==> src/rtl/pwm_event_qualifier.sv <==
// Qualifies PWM carrier peak/valley rises into single-cycle events with a
// programmable blanking window, plus event/period/rejection statistics.
module pwm_event_qualifier #(
  parameter int PERIOD_W = 32,
  parameter int CNT_W    = 32
) (
  input  logic                clk,
  input  logic                rst_n,
  input  logic                enable,
  input  logic [1:0]          mode,
  input  logic [15:0]         min_gap,
  input  logic                clear,
  input  logic                pwm_carrier_low,
  input  logic                pwm_carrier_high,
  output logic                event_qualifier,
  output logic                event_src,
  output logic [CNT_W-1:0]    event_count,
  output logic [PERIOD_W-1:0] period,
  output logic                period_valid,
  output logic [15:0]         missed_count
);

  localparam logic [1:0] ST_DISABLED = 2'd0;
  localparam logic [1:0] ST_ARMED    = 2'd1;
  localparam logic [1:0] ST_BLANK    = 2'd2;

  localparam logic [PERIOD_W-1:0] PERIOD_ONE = {{(PERIOD_W-1){1'b0}}, 1'b1};
  localparam logic [CNT_W-1:0]    CNT_ONE    = {{(CNT_W-1){1'b0}}, 1'b1};

  function automatic logic [PERIOD_W-1:0] sat_inc_period(input logic [PERIOD_W-1:0] v);
    return (&v) ? v : v + PERIOD_ONE;
  endfunction

  function automatic logic [15:0] sat_inc_16(input logic [15:0] v);
    return (&v) ? v : v + 16'd1;
  endfunction

  logic [1:0]          state_q, state_d;
  logic                low_q, high_q;
  logic [15:0]         blank_cnt_q, blank_cnt_d;
  logic [PERIOD_W-1:0] period_cnt_q, period_cnt_d;
  logic                ref_valid_q, ref_valid_d;
  logic                pulse_q, pulse_d;
  logic                src_q, src_d;
  logic [CNT_W-1:0]    event_count_q, event_count_d;
  logic [PERIOD_W-1:0] period_q, period_d;
  logic                period_valid_q, period_valid_d;
  logic [15:0]         missed_q, missed_d;

  logic active;
  logic rise_low, rise_high;
  logic qual, qual_src;
  logic gap_ok;
  logic blank_needed;
  logic accept, reject;

  // Edge detection and acceptance decision, all within the detection cycle.
  always_comb begin
    active       = enable && (mode != 2'b00);
    rise_low     = pwm_carrier_low  & ~low_q;
    rise_high    = pwm_carrier_high & ~high_q;
    qual         = (mode[0] & rise_low) | (mode[1] & rise_high);
    // Peak wins when both sources rise together.
    qual_src     = mode[1] & rise_high;
    gap_ok       = (blank_cnt_q >= min_gap);
    blank_needed = (min_gap > 16'd1);
    accept       = active && qual &&
                   ((state_q == ST_ARMED) || ((state_q == ST_BLANK) && gap_ok));
    reject       = active && qual && (state_q == ST_BLANK) && !gap_ok;
  end

  always_comb begin
    state_d = state_q;
    if (!active) begin
      state_d = ST_DISABLED;
    end else begin
      case (state_q)
        ST_DISABLED: state_d = ST_ARMED;
        ST_ARMED:    state_d = (accept && blank_needed) ? ST_BLANK : ST_ARMED;
        ST_BLANK: begin
          if (accept)      state_d = blank_needed ? ST_BLANK : ST_ARMED;
          else if (gap_ok) state_d = ST_ARMED;
          else             state_d = ST_BLANK;
        end
        default:     state_d = ST_DISABLED;
      endcase
    end
  end

  // Both counters read T-T0 in the cycle T after an accept at T0.
  always_comb begin
    blank_cnt_d  = blank_cnt_q;
    period_cnt_d = period_cnt_q;
    ref_valid_d  = ref_valid_q;
    if (!active) begin
      blank_cnt_d  = 16'd0;
      period_cnt_d = '0;
      ref_valid_d  = 1'b0;
    end else if (accept) begin
      blank_cnt_d  = 16'd1;
      period_cnt_d = PERIOD_ONE;
      ref_valid_d  = 1'b1;
    end else begin
      blank_cnt_d  = sat_inc_16(blank_cnt_q);
      period_cnt_d = sat_inc_period(period_cnt_q);
      if (clear) ref_valid_d = 1'b0;
    end
  end

  always_comb begin
    pulse_d        = accept;
    src_d          = accept ? qual_src : src_q;
    event_count_d  = event_count_q;
    period_d       = period_q;
    period_valid_d = period_valid_q;
    missed_d       = missed_q;

    if (clear)       event_count_d = accept ? CNT_ONE : '0;
    else if (accept) event_count_d = event_count_q + CNT_ONE;

    // An accept coincident with clear only becomes the new reference.
    if (clear) begin
      period_d       = '0;
      period_valid_d = 1'b0;
    end else if (!active) begin
      period_valid_d = 1'b0;
    end else if (accept && ref_valid_q) begin
      period_d       = period_cnt_q;
      period_valid_d = 1'b1;
    end

    if (clear)       missed_d = 16'd0;
    else if (reject) missed_d = sat_inc_16(missed_q);
  end

  always_ff @(posedge clk or negedge rst_n) begin
    if (!rst_n) begin
      state_q        <= ST_DISABLED;
      low_q          <= 1'b0;
      high_q         <= 1'b0;
      blank_cnt_q    <= 16'd0;
      period_cnt_q   <= '0;
      ref_valid_q    <= 1'b0;
      pulse_q        <= 1'b0;
      src_q          <= 1'b0;
      event_count_q  <= '0;
      period_q       <= '0;
      period_valid_q <= 1'b0;
      missed_q       <= 16'd0;
    end else begin
      state_q        <= state_d;
      low_q          <= pwm_carrier_low;
      high_q         <= pwm_carrier_high;
      blank_cnt_q    <= blank_cnt_d;
      period_cnt_q   <= period_cnt_d;
      ref_valid_q    <= ref_valid_d;
      pulse_q        <= pulse_d;
      src_q          <= src_d;
      event_count_q  <= event_count_d;
      period_q       <= period_d;
      period_valid_q <= period_valid_d;
      missed_q       <= missed_d;
    end
  end

  assign event_qualifier = pulse_q;
  assign event_src       = src_q;
  assign event_count     = event_count_q;
  assign period          = period_q;
  assign period_valid    = period_valid_q;
  assign missed_count    = missed_q;

endmodule

==> config.mk <==
export PLATFORM = sky130hd
export DESIGN_NAME = pwm_event_qualifier
export DESIGN_NICKNAME = d
export VERILOG_FILES = /design/src/rtl/pwm_event_qualifier.sv
export SDC_FILE = /design/constraint.sdc
export NUM_CORES = 1
export LEC_CHECK = 0
export BUFFER_PORTS_ARGS = -buffer_cell sky130_fd_sc_hd__buf_2
export CAP_MARGIN = 20
export CORE_MARGIN = 4
export CORE_UTILIZATION = 52
export CTS_CLUSTER_DIAMETER = 120
export DETAILED_ROUTE_END_ITERATION = 10
export PLACE_DENSITY = 0.76
export RECOVER_POWER = 50
export SLEW_MARGIN = 40
export SYNTH_ARGS = -nofsm -noshare
export SYNTH_HDL_FRONTEND = slang
export SYNTH_SLANG_ARGS = --single-unit
==> constraint.sdc <==
create_clock -name clk -period 2.75 [get_ports clk]
set_input_delay 0 -clock clk [delete_from_list [all_inputs] [get_ports clk]]
set_output_delay 0 -clock clk [all_outputs]
set_load 0.01 [all_outputs]
# Word level (Yosys, flattened, before mapping)

Cells that the tools add are included.

Bits in registers: 136
Bits in latches: 0
Memory bits (writable): 0
Bits in read-only memories: 0
Output and inout bits: 83
Word-level logic and storage cells: 80
Memories: 0

$add $sub $neg: 4
Multiply operators: 0
Div/mod/pow operators: 0
Order comparisons: 2
Eq/ne operators: 7
Shift operators: 0
Mux-type cells: 27
Bitwise gates (word level): 7
Reduce and logical (&&, ||, !) cells: 21

Operators by type and width:

| cell                  | count |
|---|---|
| $mux 32               | 8 |
| $mux 16               | 6 |
| $add 32x1->32 const B | 2 |
| $add 16x1->16 const B | 2 |
| $reduce_and 16->1     | 2 |
| $reduce_and 32->1     | 1 |
| $ge 16x16->1          | 1 |
| $gt 16x1->1 const B   | 1 |
| $mux 2                | 5 |
| $reduce_bool 2->1     | 5 |
| $logic_and 1x1->1     | 8 |
| $mux 1                | 7 |
| $ne 3x2->1 const B    | 2 |
| $ne 3x3->1 const B    | 2 |
| $pmux 2 s3            | 1 |
| $and 1x1->1           | 4 |
| $reduce_and 2->1      | 2 |
| $eq 2x1->1 const B    | 1 |
| $eq 2x2->1 const B    | 1 |
| $logic_not 2->1       | 1 |
| $ne 2x2->1 const B    | 1 |
| $not 1->1             | 2 |
| $logic_not 1->1       | 1 |
| $logic_or 1x1->1      | 1 |
| $or 1x1->1            | 1 |

# Depth between registers and ports, before layout

Gate-level depths: netlist (run 1).

Depth after elaboration: 10
Mapped depth: 11
Depth with buffers taken out: 9

# Worst setup path before layout (run 1)

Ideal clock, no wire load.

Kind: reg-to-reg
Start: register blank_cnt_q[0]
End: register missed_q[9] (netlist: missed_count[9])
Arrival time: 2.674 ns
Setup slack: -0.049 ns
Stages on the path, launching flop included: 11
Path through: dfrtp_1 -> inv_1 -> ha_1 -> nand2b_4 -> a2111oi_4 -> a2111oi_2 -> or4_1 -> buf_2 -> buf_6 -> nor4b_1 -> mux2_2

Cells in the longest elaborated chain, start to end: 5

RTL lines:

| element                     | line | RTL |
|---|---|---|
| from (decl)                 | 40   | `logic [15:0] blank_cnt_q, blank_cnt_d;` |
| from (signal assigned)      | 154  | `blank_cnt_q <= blank_cnt_d;` |
| $ge 16x16->1                | 65   | `gap_ok = (blank_cnt_q >= min_gap);` |
| $logic_not 1->1             | 69   | `reject = active && qual && (state_q == ST_BLANK) && !gap_ok;` |
| $logic_and 1x1->1           | 69   |  |
| $reduce_bool 2->1 (no line) | n/a  |  |
| $reduce_and 2->1 (no line)  | n/a  |  |
| to (signal assigned)        | 162  | `missed_q <= missed_d;` |
| to (decl)                   | 48   | `logic [15:0] missed_q, missed_d;` |

No other way between the ends.
A chain may end at the register's enable or synchronous reset.

# Worst setup path after layout (run 1)

Start: register blank_cnt_q[14]
End: register missed_q[11] (netlist: missed_count[11])

Same word-level chain as after synthesis.

==> results of run 1 <==
[flip-flops by register name, summed over array words and instances, names as in the netlist, 2 cells and up]
| register | flops |
|---|---|
| event_count | 32 |
| period | 32 |
| period_cnt_q | 32 |
| blank_cnt_q | 16 |
| missed_count | 16 |
| state_q | 2 |
[through the flow]
stage          setup TNS [ns]  area, sq um  hold slack, ns  setup WS (ns)  std cells
2_1_floorplan         -0.0764         7590          -0.296        -0.0382        792
3_3_place_gp          -0.0778         8540          0.0705        -0.0379       1073
3_5_place_dp            -1.20         8540          0.0683         -0.113       1073
4_1_cts                     0         9200          0.0408        0.00814       1108
5_1_grt                -0.298         9330          0.0779        -0.0813       1112
6_report                    0         9330          0.0425        0.00942       1112
[cells by family (layout without fill, tap and decap cells)]
kind of cell / after synthesis / in the layout
AO/OA/AOI/OAI: 115 / 115
XOR/XNOR: 40 / 40
adder cells (fa/ha/maj): 20 / 20
buffers and inverters: 76 / 216
flip-flops: 136 / 136
multiplexers: 42 / 42
AND/OR/NAND/NOR: 363 / 363
[power by group]
group | total, uW | switching, uW | leakage (uW) | internal, uW
sequential | 2020 | 9.39 | 0.00189 | 2010
combinational | 271 | 170 | 0.00158 | 101
clock | 2190 | 866 | 0.000273 | 1320
[worst paths after layout]
path                                             start                            to  slack, ns  cells past startpoint
min reg2reg                    ref_valid_q$_DFFE_PN0P_       ref_valid_q$_DFFE_PN0P_       0.47                      2
max reg2reg                blank_cnt_q[14]$_DFFE_PN0P_  missed_count[11]$_DFFE_PN0P_      0.009                      8
min in group asynchronous                        rst_n   event_count[29]$_DFFE_PN0P_       0.62                      2
max                        blank_cnt_q[14]$_DFFE_PN0P_  missed_count[11]$_DFFE_PN0P_      0.009                      8
min                                             enable          state_q[0]$_DFF_PN0_       0.04                      3
max in group asynchronous                        rst_n    event_count[4]$_DFFE_PN0P_       0.70                      3
[cell usage in the layout (no fill, tap or decap), types with 6 or more instances in the layout]
master,n
buf_12,6
clkbuf_1,84
xor2_1,32
nand4_1,32
nand3_1,49
or4_1,35
nor3_1,10
ha_4,7
nor2b_1,8
xnor2_1,8
inv_1,29
nor2_1,69
buf_2,23
ha_1,13
a21oi_1,41
o31ai_1,37
mux2i_1,35
dfrtp_1,136
nand2_1,31
and3_1,16
a21oi_2,10
buf_4,38
o21ai_0,7
clkbuf_16,19
nor4_1,6
nand2b_1,68
[worst reg2reg max path: stages (launching register included)]
cell and delay (ns):
dfrtp_1 0.42, ha_4 0.29, nand4_4 0.08, nor3_1 0.06, or3_4 0.37, or4_4 0.61, clkbuf_16 0.20, nor3_1 0.24
mux2_2 0.37
[layout make-up]
class                   instances  area [sq um]
clock buffers                  19           433
clock inverters                12           130
fillers                      1165          4710
inverters                      29           109
multi-input cells             580          4110
flip-flops and latches        136          3400
well taps                     180           225
repair buffers                156           918
[routing by layer]
layer	share of wire	GRT usage
met5	0	0
met4	0.016	0.0723
met3	0.050	0.0423
met2	0.47	0.327
met1	0.47	0.313
[synthesized netlist by cell type (3+ instances only)]
library cell	count	area, sq um
a31oi_1	3	18.8
o21ai_0	7	35.0
nand2b_1	68	425
and2_1	5	31.3
xnor2_1	8	70.1
nand4_1	32	200
nand3_1	49	245
buf_2	9	45.0
or4_1	39	293
mux2i_1	35	350
nor4_1	7	43.8
nor2_1	69	259
clkbuf_1	34	128
and4_1	5	43.8
or3_1	4	25.0
buf_4	3	22.5
nor3_1	11	55.1
nor2b_1	8	50.1
nand2_1	32	120
a21oi_1	51	255
o31ai_1	37	278
mux2_2	7	78.8
ha_1	20	250
and3_1	16	100
inv_1	29	109
xor2_1	32	280
dfrtp_1	136	3400
[repair_timing]
item / CTS / global route
hold buffers: 3 / 0
setup buffers: 1 / 2
setup endpoints to repair: 62 / 79
pin swaps: 1 / 23
gates cloned: 0 / 2
hold endpoints to repair: 71 / 0
gates resized for setup: 8 / 32
==> run metrics, run 1 <==
Critical-path top delay cell=or4_4; Syn Area/Cell=around 9.5 sq um; Tmin final=roughly 2.7 ns; crit path launch type=flip-flop; sequential-to-total area share from yosys stat=0.450; XOR/XNOR Fraction of Synth Area=0.0464; die width=roughly 130 microns; initial antenna violation count=0; Final nets=964; Post-Syn Area=approximately 7600 sq um; Critical Path RT=slightly above 3 ns; core area=about 14000 sq um; status=finished with violations; fraction of layout cells with a size suffix above 1=0.163; Iteration-0 DRC Markers=484; Post-Route Skew=approximately 0.0069 ns; Die Y=around 130 microns; Synth Area in Adders=0.0331; slew margin rel.=-0.255; Power Total=between 4000 and 5000 uW; # DRC=0; GR Overflow Total=0; Async SR Flop Fraction=1.00; largest net degree at the start of global routing=73; synthesized instance count=792; DIE AREA=approximately 17000 sq um; Post-Syn Nets=between 800 and 900; PwrDens=just under 500 nW/um^2; clock sinks=between 100 and 150; worst path cell trace=ha_4, nand4_4, nor3_1, or3_4, or4_4, clkbuf_16, nor3_1, mux2_2; Ports=about 110; global-route wire length before repair=between 20000 and 30000 microns; Layout Area Growth over Synthesis=23.4%; final slew viol count=73; antenna viol nets, final=0; fmax=approximately 0.36 GHz; Final Util=0.664; row count=43; Most used DFF post-synth=dfrtp_1; GPL Wtd Cong=0.847; max incr delay on CP=between 0.6 and 0.7 ns; Compound-Gate Fraction of Synth Area=0.0993; Arrival @ worst endpoint=3.05 ns; EDFF count, synth=0; count of different cell masters after synthesis=56; most used cell along the critical path=nor3_1; drt via density=5.79; Clock transition at path regs=about 0.060 ns; TritonCTS Buffers=17; critical setup path kind=flip-flop to flip-flop; largest family of logic cells by synthesized area=simple AND/OR/NAND/NOR gates; H-tree Lvls=4; I/O Buffers=~110; fin crit share=0.997; critical path peak fanout=11; TritonCTS clock tree=built; hold violation total from the final report=0; failing checks=max-capacitance violations, max-slew violations; setup repair after global routing missed its margin=true; latest clock arrival within the worst-skew pair=0.42 ns; hold crit path type=input pin to flip-flop; drt wl/cell=16.3 microns; Synth Warn #=0; vias in the first global route=5900; Worst-Margin Slew=1.88 ns; post-synthesis mux area share=0.0568; CTS Buffer Depth=2; gr usage total=0.216; critical path endpoint category=flip-flop; Maximum Capacitance Violations=1; Synth Register Bits=136; via count=around 6400; Worst VDD drop=between 300 and 400 uV; setup violators final=0; post-detail-place hpwl=between 10000 and 15000 microns; WP buf/inv=1; DRT Pass-1 Iters=5; total wire length=18200 microns; Synth Area in Simple Gates=0.272; CP top delay family=simple AND/OR/NAND/NOR gates; ANT cells=0; root buffer cell=clkbuf_16; static leakage=0.00374 uW; Initial Utilization=0.538
Note: power is estimated with default switching activity, not from simulation.
==> inputs of run 2 (changes only) <==
Settings changed: CORE_ASPECT_RATIO set to 0.5.
==> run metrics, run 2 (synthesis results as in run 1) <==
status=finished with violations; failing checks=max-capacitance violations, max-slew violations, negative setup slack; crit path launch type=flip-flop; core area=13900 sq um (-1.1%); antenna viol nets, final=0 (unchanged); GPL Wtd Cong=0.872 (+2.9%); H-tree Lvls=4 (unchanged); # DRC=0 (unchanged); worst reg2reg path depth=8 (unchanged); total wire length=19400 microns (+6.9%); critical setup path kind=flip-flop to flip-flop; die width=178 microns (+39%); via count=6616 (+2.7%); Maximum Capacitance Violations=1 (unchanged); row count=30 (-30%); root buffer cell=clkbuf_16; I/O Buffers=106 (unchanged); vias in the first global route=6245 (+5.8%); drt wl/cell=17.2 microns (+5.1%); Ports=107 (unchanged); slew margin rel.=-0.192 (+0.0632); Worst VDD drop=429 uV (+11%); TritonCTS Buffers=17 (unchanged); hold crit path type=input pin to flip-flop; Tmin final=2.80 ns (+0.0604 ns); Clock transition at path regs=0.07 ns (about the same); global-route wire length before repair=30200 microns (+4.2%); Worst-Margin Slew=1.79 ns (-0.0948 ns); GR Overflow Total=0 (unchanged); Iteration-0 DRC Markers=631 (+30%); DRT Pass-1 Iters=7 (+2); Final Util=0.689 (+0.0246); Final WS setup=-0.0510 ns (-0.0604 ns); met2 usage=0.369 (+0.0423); setup violators final=10 (+10); Layout Area Growth over Synthesis=26.6%; met1 GRT Util=0.298 (-0.0155); crit path from=blank_cnt_q[11]$_DFFE_PN0P_; Initial Utilization=0.544 (+0.00596); critical path endpoint category=flip-flop; Final nets=971 (+0.73%); post-detail-place hpwl=11900 microns (-0.96%); fin crit share=1.02 (+0.0220); Post-Route Skew=0.0142 ns (+0.00725 ns); pre-CTS setup slack=-0.162 ns (-0.0490 ns); ANT cells=0 (unchanged); setup TNS=-0.244 ns (-0.244 ns); Die Y=93.2 microns (-27%); hold violation total from the final report=0 (unchanged); r2r setup slk=-0.05 ns (-0.06 ns); DIE AREA=16600 sq um (+0.71%); reg2reg start=blank_cnt_q[11]$_DFFE_PN0P_; reg2reg end=missed_count[10]$_DFFE_PN0P_; layer with the highest usage=met2; most frequent cells in the layout=136 x dfrtp_1, 69 x nor2_1, 68 x nand2b_1; setup repair after global routing missed its margin=true; met3 Use GR=0.0376 (-0.00478); critical path peak fanout=11 (unchanged); WHS=0.0368 ns (-0.00565 ns); commonest non-fill, non-tap cell in the layout=dfrtp_1; clock sinks=136 (unchanged); fmax=0.357 GHz (-2.2%); final slew viol count=71 (-2.7%); Worst Setup EP=missed_count[10]$_DFFE_PN0P_; PwrDens=480 nW/um^2 (-0.11%); TritonCTS clock tree=built; drt via density=5.84 (+0.92%); CTS Buffer Depth=2 (unchanged); initial antenna violation count=0 (unchanged); largest net degree at the start of global routing=71 (-2.7%); latest clock arrival within the worst-skew pair=0.43 ns (about the same); Arrival @ worst endpoint=3.14 ns (+0.09 ns); gr usage total=0.221 (+0.00518); Critical Path RT=3.09 ns (+0.03 ns); static leakage=0.00404 uW (+8.1%); fraction of layout cells with a size suffix above 1=0.232 (+0.0688)
[run 2: how the worst min path moves through the flow]
stage                 start  slack, ns                          end  depth (start not counted)
floorplan             rst_n      -0.30   blank_cnt_q[0]$_DFFE_PN0P_                          0
global placement      rst_n       0.06  event_count[28]$_DFFE_PN0P_                          1
detailed placement    rst_n       0.07  event_count[30]$_DFFE_PN0P_                          1
CTS                 mode[1]       0.02        event_src$_DFFE_PN0P_                          3
global route        mode[1]       0.05        event_src$_DFFE_PN0P_                          3
finish              mode[1]       0.04        event_src$_DFFE_PN0P_                          3
[run 2: power by group]
part	leakage, uW	internal [uW]	switching, uW
logic	0.00186	114	175
registers	0.00189	2010	9.35
clock network	0.000287	1280	1000
[run 2: cell type report]
class	count	area (sq um)
clock inverters	15	163
multi-input cells	581	4130
clock buffers	17	425
fillers	1069	4320
well taps	192	240
inverters	29	109
flip-flops and latches	136	3400
repair buffers	162	1100
[run 2: through the flow]
step / total power, uW / cells / instance area (sq um)
after global placement: 2300 / 1083 / 8550
after global routing: 4750 / 1132 / 9570
after detailed placement: 2310 / 1083 / 8550
after floorplan: 2180 / 792 / 7590
final: 4590 / 1132 / 9570
after CTS: 4610 / 1119 / 9280
[run 2: timing repair]
item,4_1_cts,5_1_grt
pin swaps,1,33
hold buffers,3,0
cloned,0,7
setup endpoints to repair,75,79
hold endpoints to repair,69,0
setup buffers,1,6
gates resized for setup,14,42
[run 2: per-layer routing]
layer / vias up / share of wire
met5: - / 0
met4: 0 / 0.018
met3: 36 / 0.051
met2: 205 / 0.48
met1: 3237 / 0.45
li1: 3138 / -
[run 2: critical path, stage by stage (launching register included)]
cell,delay [ns]
dfrtp_1,0.39
ha_1,0.32
a21oi_1,0.17
nor2_1,0.08
or3_4,0.33
or4_4,0.59
buf_12,0.18
or4_1,0.50
a21oi_1,0.16
